--- config.mk ---
export PLATFORM = sky130hd
export DESIGN_NAME = ram_block_reader
export DESIGN_NICKNAME = d
export VERILOG_FILES = /design/src/rtl/mem_pkg.sv /design/src/rtl/ram_block_reader_rd_out_stage.sv /design/src/rtl/ram_block_reader.sv
export SDC_FILE = /design/constraint.sdc
export NUM_CORES = 1
export LEC_CHECK = 0
export BUFFER_PORTS_ARGS = -buffer_cell sky130_fd_sc_hd__buf_2
export CAP_MARGIN = 20
export CELL_PAD_IN_SITES_DETAIL_PLACEMENT = 1
export CELL_PAD_IN_SITES_GLOBAL_PLACEMENT = 1
export CORE_MARGIN = 2
export CORE_UTILIZATION = 35
export DETAILED_ROUTE_END_ITERATION = 16
export GPL_TIMING_DRIVEN = 0
export PLACE_DENSITY_LB_ADDON = 0.1
export SYNTH_ARGS = -nofsm -noshare
export SYNTH_HDL_FRONTEND = slang
export SYNTH_HIERARCHICAL = 1
export SYNTH_SLANG_ARGS = --single-unit
--- constraint.sdc ---
create_clock -name clk -period 4.15 [get_ports clk]
set_input_delay 0.6225 -clock clk [delete_from_list [all_inputs] [get_ports clk]]
set_output_delay 0.6225 -clock clk [all_outputs]
set_load 0.03 [all_outputs]
--- src/rtl/mem_pkg.sv ---
`default_nettype none
// ============================================================================
// Module  : mem_pkg
// Brief   : Shared RAM widths, access-direction encoding and reader FSM states.
// Revision: 1.0 - initial release
// ============================================================================
package mem_pkg;

    localparam int ADDR_W = 16;
    localparam int DATA_W = 32;
    localparam int CNT_W  = 16;

    localparam logic RAM_READ  = 1'b1;
    localparam logic RAM_WRITE = 1'b0;

    typedef enum logic [1:0] {
        IDLE  = 2'd0,
        ISSUE = 2'd1,
        HOLD  = 2'd2,
        DONE  = 2'd3
    } state_t;

endpackage : mem_pkg
`default_nettype wire

--- src/rtl/ram_block_reader_rd_out_stage.sv ---
`default_nettype none
// ============================================================================
// Module  : rd_out_stage
// Brief   : Output holding register with valid/ready handoff and XOR checksum.
// Revision: 1.0 - initial release
// ============================================================================
module rd_out_stage #(
    parameter int ADDR_W = mem_pkg::ADDR_W,
    parameter int DATA_W = mem_pkg::DATA_W
) (
    input  logic              clk,
    input  logic              rst,
    input  logic              capture,
    input  logic              flush,
    input  logic              clear_sum,
    input  logic [DATA_W-1:0] cap_data,
    input  logic [ADDR_W-1:0] cap_addr,
    input  logic              out_ready,
    output logic              out_valid,
    output logic [DATA_W-1:0] out_data,
    output logic [ADDR_W-1:0] out_addr,
    output logic [DATA_W-1:0] checksum,
    output logic              handoff
);
    import mem_pkg::*;

    logic              valid_q, valid_d;
    logic [DATA_W-1:0] data_q,  data_d;
    logic [ADDR_W-1:0] addr_q,  addr_d;
    logic [DATA_W-1:0] sum_q,   sum_d;

    // A cancel on the handoff edge suppresses the handoff entirely.
    assign handoff = valid_q & out_ready & ~flush;

    always_comb begin
        valid_d = valid_q;
        data_d  = data_q;
        addr_d  = addr_q;
        sum_d   = sum_q;
        if (clear_sum) begin
            sum_d = '0;
        end
        if (handoff) begin
            valid_d = 1'b0;
            sum_d   = sum_q ^ data_q;
        end
        if (flush) begin
            valid_d = 1'b0;
        end
        if (capture) begin
            valid_d = 1'b1;
            data_d  = cap_data;
            addr_d  = cap_addr;
        end
    end

    always_ff @(posedge clk) begin
        if (rst) begin
            valid_q <= 1'b0;
            data_q  <= '0;
            addr_q  <= '0;
            sum_q   <= '0;
        end else begin
            valid_q <= valid_d;
            data_q  <= data_d;
            addr_q  <= addr_d;
            sum_q   <= sum_d;
        end
    end

    assign out_valid = valid_q;
    assign out_data  = data_q;
    assign out_addr  = addr_q;
    assign checksum  = sum_q;

endmodule : rd_out_stage
`default_nettype wire

--- src/rtl/ram_block_reader.sv ---
`default_nettype none
// ============================================================================
// Module  : ram_block_reader
// Brief   : Reads COUNT contiguous RAM words from BASE and streams them out.
// Revision: 1.0 - initial release
// ============================================================================
module ram_block_reader #(
    parameter int ADDR_W = mem_pkg::ADDR_W,
    parameter int DATA_W = mem_pkg::DATA_W,
    parameter int RD_LAT = 1
) (
    input  logic              clk,
    input  logic              rst,
    input  logic              start,
    input  logic [ADDR_W-1:0] base_addr,
    input  logic [15:0]       count,
    input  logic              abort,
    output logic              busy,
    output logic              done,
    output logic              out_valid,
    input  logic              out_ready,
    output logic [DATA_W-1:0] out_data,
    output logic [ADDR_W-1:0] out_addr,
    output logic [DATA_W-1:0] checksum,
    output logic              ram_enable,
    output logic              ram_read_write,
    output logic [ADDR_W-1:0] ram_address,
    output logic [DATA_W-1:0] ram_d_in,
    input  logic [DATA_W-1:0] ram_d_out
);
    import mem_pkg::*;

    localparam int                LAT_W    = 2;
    localparam logic [LAT_W-1:0]  LAT_INIT = LAT_W'(RD_LAT - 1);

    state_t            state_q,       state_d;
    logic [ADDR_W-1:0] cur_addr_q,    cur_addr_d;
    logic [CNT_W-1:0]  remaining_q,   remaining_d;
    logic [LAT_W-1:0]  lat_cnt_q,     lat_cnt_d;
    logic              busy_q,        busy_d;
    logic              done_q,        done_d;
    logic              ram_enable_q,  ram_enable_d;
    logic              ram_rw_q,      ram_rw_d;
    logic [ADDR_W-1:0] ram_address_q, ram_address_d;

    logic              capture;
    logic              clear_sum;
    logic              handoff;
    logic              abort_act;
    logic [ADDR_W-1:0] next_addr;

    assign abort_act = abort & (state_q != IDLE);
    assign next_addr = cur_addr_q + ADDR_W'(1);

    always_comb begin
        state_d       = state_q;
        cur_addr_d    = cur_addr_q;
        remaining_d   = remaining_q;
        lat_cnt_d     = lat_cnt_q;
        busy_d        = busy_q;
        done_d        = 1'b0;
        ram_enable_d  = ram_enable_q;
        ram_rw_d      = ram_rw_q;
        ram_address_d = ram_address_q;
        capture       = 1'b0;
        clear_sum     = 1'b0;

        unique case (state_q)
            IDLE: begin
                if (start) begin
                    cur_addr_d  = base_addr;
                    remaining_d = count;
                    clear_sum   = 1'b1;
                    busy_d      = 1'b1;
                    if (count == '0) begin
                        state_d = DONE;
                        done_d  = 1'b1;
                    end else begin
                        state_d       = ISSUE;
                        ram_enable_d  = 1'b1;
                        ram_rw_d      = RAM_READ;
                        ram_address_d = base_addr;
                        lat_cnt_d     = LAT_INIT;
                    end
                end
            end
            ISSUE: begin
                // Address is held until the RD_LAT-th edge, where data is sampled.
                if (lat_cnt_q == '0) begin
                    capture      = 1'b1;
                    state_d      = HOLD;
                    ram_enable_d = 1'b0;
                    ram_rw_d     = RAM_WRITE;
                end else begin
                    lat_cnt_d = lat_cnt_q - LAT_W'(1);
                end
            end
            HOLD: begin
                if (handoff) begin
                    cur_addr_d  = next_addr;
                    remaining_d = remaining_q - CNT_W'(1);
                    if (remaining_q == CNT_W'(1)) begin
                        state_d = DONE;
                        done_d  = 1'b1;
                    end else begin
                        state_d       = ISSUE;
                        ram_enable_d  = 1'b1;
                        ram_rw_d      = RAM_READ;
                        ram_address_d = next_addr;
                        lat_cnt_d     = LAT_INIT;
                    end
                end
            end
            DONE: begin
                state_d = IDLE;
                busy_d  = 1'b0;
            end
            default: begin
                state_d = IDLE;
            end
        endcase

        if (abort_act) begin
            state_d      = IDLE;
            busy_d       = 1'b0;
            done_d       = 1'b0;
            ram_enable_d = 1'b0;
            ram_rw_d     = RAM_WRITE;
            capture      = 1'b0;
        end
    end

    always_ff @(posedge clk) begin
        if (rst) begin
            state_q       <= IDLE;
            cur_addr_q    <= '0;
            remaining_q   <= '0;
            lat_cnt_q     <= '0;
            busy_q        <= 1'b0;
            done_q        <= 1'b0;
            ram_enable_q  <= 1'b0;
            ram_rw_q      <= RAM_WRITE;
            ram_address_q <= '0;
        end else begin
            state_q       <= state_d;
            cur_addr_q    <= cur_addr_d;
            remaining_q   <= remaining_d;
            lat_cnt_q     <= lat_cnt_d;
            busy_q        <= busy_d;
            done_q        <= done_d;
            ram_enable_q  <= ram_enable_d;
            ram_rw_q      <= ram_rw_d;
            ram_address_q <= ram_address_d;
        end
    end

    rd_out_stage #(
        .ADDR_W (ADDR_W),
        .DATA_W (DATA_W)
    ) u_out_stage (
        .clk       (clk),
        .rst       (rst),
        .capture   (capture),
        .flush     (abort_act),
        .clear_sum (clear_sum),
        .cap_data  (ram_d_out),
        .cap_addr  (cur_addr_q),
        .out_ready (out_ready),
        .out_valid (out_valid),
        .out_data  (out_data),
        .out_addr  (out_addr),
        .checksum  (checksum),
        .handoff   (handoff)
    );

    assign busy           = busy_q;
    assign done           = done_q;
    assign ram_enable     = ram_enable_q;
    assign ram_read_write = ram_rw_q;
    assign ram_address    = ram_address_q;
    assign ram_d_in       = '0;

endmodule : ram_block_reader
`default_nettype wire

# == Yosys cells after proc, flatten, opt, wreduce, memory -nomap -nowiden ==
# Cells that the tools add are included.
# op_classes
n_mux,46
n_bitwise,5
n_eq_ne,10
addsub,3
n_reduce_logical,16
# op_table
cell,n
$mux W16,8
$pmux W16 S2,3
$mux W32,2
$xor A32 B32 Y32,1
$mux W2,10
$mux W1,18
$add A16 B1 Y16 const B,1
$eq A16 B1 Y1 const B,1
$logic_not A16 Y1,1
$sub A16 B1 Y16 const B,1
$ne A2 B2 Y1 const B,6
$reduce_and A6 Y1,2
$pmux W2 S4,1
$reduce_bool A2 Y1,4
$pmux W2 S3,1
$reduce_and A3 Y1,2
$reduce_bool A3 Y1,2
$reduce_and A5 Y1,1
$eq A2 B2 Y1 const B,2
$logic_not A2 Y1,2
$pmux W1 S2,2
$and A1 B1 Y1,3
$pmux W1 S3,1
$eq A2 B1 Y1 const B,1
other kinds (4),4
# totals
ff_bits,136
out_inout_bits,133
in_bits,69
word_cells,92

# == Logic depth before layout (Yosys ltp) ==
# logic_depth
depth_word,7
ltp_mapped,13
ltp_nobuf,9

# == By module ==
# Netlist, hierarchy kept.
# modules_own_cells
module,area_each_um2,cells_per_inst,seq_area_each_um2,n_inst
ram_block_reader,3365.7,445,1101.1,1
rd_out_stage,3199.3,311,1621.6,1

# == Worst setup path before layout ==
# Ideal clock, no wire load.
# synth_timing
path_kind,input-to-reg
start,input port abort
end,"register ram_address_q[5], in the netlist ram_address[5]"
t_arrival_ps,2344
setup_slack_ps,1735
n_path_buf,3
path_stages,10
setup_time_ps,70
path_cell_list,nor2b_1 > nand3b_4 > inv_2 > buf_2 > mux2i_1 > nor2_1 > clkbuf_1 > clkbuf_1 > nand4_1 > a21oi_1
# synth_via
elab_chain_len,5
# synth_rtl
item,line,rtl
"start, declared",ram_block_reader.sv:17,"input logic abort,"
$and A1 B1 Y1,ram_block_reader.sv:52,assign abort_act = abort & (state_q != IDLE);
$not A1 Y1,ram_block_reader_rd_out_stage.sv:33,assign handoff = valid_q & out_ready & ~flush;
$and A1 B1 Y1,ram_block_reader_rd_out_stage.sv:33,
named net handoff,ram_block_reader.sv:48,logic handoff;
$ne A2 B2 Y1 (no source line),--,
$reduce_and A5 Y1 (no source line),--,
"end signal, assigned",ram_block_reader.sv:153,ram_address_q <= ram_address_d;
"end, declared",ram_block_reader.sv:44,"logic [ADDR_W-1:0] ram_address_q, ram_address_d;"
# The timed path passes the listed nets, and every way through them passes these cells.
# A chain may end at the register's enable or synchronous reset.

# == Worst setup path after layout ==
# layout_timing
start,register state_q[1]
end,"register ram_address_q[9], in the netlist ram_address[9]"
# layout_via
elab_chain_len,6
word_cells_on_any_way,13
cone_classes,eq/ne (5); mux (1); bitwise (3); reduce/logical (4)
# layout_rtl
item,line,rtl
"start, declared",ram_block_reader.sv:36,"state_t state_q, state_d;"
"start signal, assigned",ram_block_reader.sv:145,state_q <= state_d;
$reduce_bool A2 Y1,ram_block_reader.sv:52,
$and A1 B1 Y1,ram_block_reader.sv:52,
named net abort_act,ram_block_reader.sv:49,logic abort_act;
$not A1 Y1,ram_block_reader_rd_out_stage.sv:33,
$and A1 B1 Y1,ram_block_reader_rd_out_stage.sv:33,
named net handoff,ram_block_reader.sv:48,
$ne A2 B2 Y1 (no source line),--,
$reduce_and A5 Y1 (no source line),--,
# The timed path passes the listed nets, and every way through them passes these cells.

==> results.yml <==
cells_and_area:
  drive_gt1_frac: 0.2753
  nNetsFinal: 1048
  syn_to_final_growth_pct: 27.92
  n_fill_cell: 2282
  antenna_cells: 0
floorplanning:
  start_util: 0.3533
  core-area_um2: 18580
  die_w_um: 141.0
  core.rowCount: 50
  dieArea_um2: 19870
  io-pin-count: 202
  die_height_um: 141.0
grt:
  grt_pass1_vias: 6241
  antenna_found_initial: 0
  grt-ovfl-total: 0
  grt_usage: 0.2176
  grt_pass1_wl_um: 34340
  grt_max_degree: 17
clocking:
  insertion_delay_ps: 420
  clock-root-buffer: "clkbuf_16"
  hold_buffers: 0
  htree_levels: 4
  postCtsSetupBuffers: 0
  cts.repair.resized: 0
  cts.sinks: 136
  path_clk_slew_ps: 60
  numCtsBuffers: 17
  cts_tree: "built"
  cts_buffer_depth: 2
pwr:
  power_leakage_uw: 0.003535
  total_power_uw: 3580
  ir_worst_vdd_uv: 291.5
  p_per_area_nw_per_um2: 426.3
route:
  num_vias: 6276
  ant_nets: 0
  drc: 0
  routed_wirelength_um: 21530
  vias_per_cell: 5.136
  wl_per_cell_um: 17.61
  dr.pass1.iters: 4
  drt-initial-drc-count: 273
sta:
  fin_crit_sh: 0.8242
  hold_viol_final: 0
  rsz0062_at_grt: "no"
  slew_headroom: 0.5097
  clock-skew-final_ps: 8.441
  setup_viol: 0
  drv_slew: 0
  period_needed_ps: 3421
  max_freq_mhz: 292.3
  worst_pin_slew_ps: 735.5
  fin_tns_setup_ps: 0
yosys:
  yosys_warnings: 6
  synth_seq_area_share: 0.4147
  yosys.area.top_type: "dfxtp_1"
  yosysTopAreaCellShare: 0.4147
  yosys_register_bits: 136
  synth_ff_type: "dfxtp_1"
  synth.cell_area_um2: 6565
  synth_cell_type_count: 54
  synth_area_leaders: "dfxtp_1 (41%), mux2i_1 (8.8%), nor2_1 (5.5%)"
  syn_area_per_cell_um2: 8.684
  synthArstFlopShare: 0
  synthesis.instances: 756
  synth_edf_count: 0
  yosysMostFrequentCell: "dfxtp_1"
  synthTopCellsByCount: "dfxtp_1 (136), nor2_1 (97), a21oi_1 (70)"
outcome:
  status: "finished clean"
worst_setup_path:
  path_class: "flop to flop"
  crit_fanout: 12
  reg2regPathDepth: 12
  rrSetupSlack_ps: 730
  cp-end-kind: "flop"
  setup.worst_path.start_class: "flop"
  crit_required_ps: 4480
  arrival_ps: 3750
placed_design:
  routabilityCongestion: 0.8028
  dpl.hpwl_um: 15630
  placement.io_buffers: 169
min_path:
  worstHoldPathType: "primary input to flop"
  min_path_cells: 3
flow_run:
  cap_viol_max_count: 0
placed cells by master (no fill, tap or decap), types with 4 or more instances in the layout:
| cell type | instances |
|---|---|
| nor3_1 | 12 |
| o21a_1 | 27 |
| clkbuf_1 | 37 |
| ha_1 | 4 |
| nand3b_1 | 15 |
| a211oi_1 | 25 |
| clkbuf_16 | 17 |
| nor4_1 | 9 |
| a211o_1 | 8 |
| nand2b_1 | 7 |
| o31ai_1 | 12 |
| or4_1 | 7 |
| clkinv_4 | 5 |
| o21ai_0 | 15 |
| conb_1 | 32 |
| inv_1 | 10 |
| buf_2 | 177 |
| or3_1 | 9 |
| o22ai_1 | 4 |
| a21oi_1 | 70 |
| buf_6 | 4 |
| mux2i_1 | 58 |
| dfxtp_1 | 136 |
| buf_4 | 39 |
| nand3_1 | 13 |
| a31oi_1 | 18 |
| nor2_1 | 97 |
| xnor2_1 | 5 |
| nand2_1 | 49 |
| nand4_1 | 12 |
| a211oi_2 | 10 |
| clkinv_2 | 4 |
final timing paths:
check | start | endpoint
worst max-delay path | state_q[1]$_SDFFE_PP0P_ | ram_address[9]$_SDFFE_PP0P_
worst min-delay path | ram_d_out[23] | u_out_stage/out_data[23]$_SDFFE_PP0P_
worst max register to register | state_q[1]$_SDFFE_PP0P_ | ram_address[9]$_SDFFE_PP0P_
worst min register to register | ram_address[13]$_SDFFE_PP0P_ | ram_address[13]$_SDFFE_PP0P_
state kept, by name (all words and copies together) (netlist names):
signal                 count
u_out_stage/checksum      32
u_out_stage/out_data      32
cur_addr_q                16
ram_address               16
remaining_q               16
u_out_stage/out_addr      16
lat_cnt_q                  2
state_q                    2
busy                       1
done                       1
ram_read_write             1
u_out_stage/out_valid      1
per-layer routing:
metal  track usage  vias up  routed length [um]
li1              -     3093                   -
met1        0.2997     3009               10260
met2        0.3497      157               10000
met3       0.04246       17                 946
met4       0.05895        0                 316
met5             0        -                   0
critical path, cell delays in order, from the launching register on:
cell and delay (ps):
dfxtp_1 360, clkbuf_1 290, nor2_1 220, nor2b_1 110, nand3b_4 230, inv_2 110
buf_2 250, mux2i_1 130, nor2_1 280, clkbuf_1 490, clkbuf_1 480, nand4_1 200
a21oi_1 180
layout make-up:
class / count / area, um2 / area share
plain buffers: 90 / 524.3 / 0.06243
clock buffers: 18 / 429.2 / 0.05110
clock inverters: 14 / 148.9 / 0.01773
inverters: 12 / 45.04 / 0.005364
multi-input cells: 549 / 3390 / 0.4036
flip-flops and latches: 136 / 2723 / 0.3242
well taps: 234 / 292.8 / 0.03486
repair buffers: 169 / 845.8 / 0.1007
cells by family (layout without fill, tap and decap cells):
kind of cell / count (synthesis) / after routing / share of synthesized area
other cells: 1 / 32 / 0.0005712
flops: 136 / 136 / 0.4147
mux: 59 / 59 / 0.09015
simple gates: 248 / 248 / 0.1887
fa+ha+maj: 4 / 4 / 0.007624
compound gates: 199 / 199 / 0.2022
xor+xnor: 7 / 7 / 0.009339
buf+inv: 102 / 303 / 0.08672
power breakdown:
part	switching (uW)	leakage [uW]	total (uW)	internal, uW
clock	614	0.000284	1500	888
combinational	406	0.00214	627	221
sequential	75.3	0.00111	1450	1370
total	1100	0.00353	3580	2480
per-stage QoR:
step           setup WS [ps]  std cells  cell area [um2]  hold WS (ps)    util
6_report               729.4       1222             8398         438.1  0.4520
4_1_cts                719.5       1222             8398         423.5  0.4520
3_5_place_dp           813.0       1190             7820         452.0  0.4209
2_1_floorplan           1735        787             6681         443.4       -
5_1_grt                419.5       1222             8398         435.4  0.4520
3_3_place_gp           817.6       1190             7820         444.6  0.4209
(Power assumes the default switching activity.)
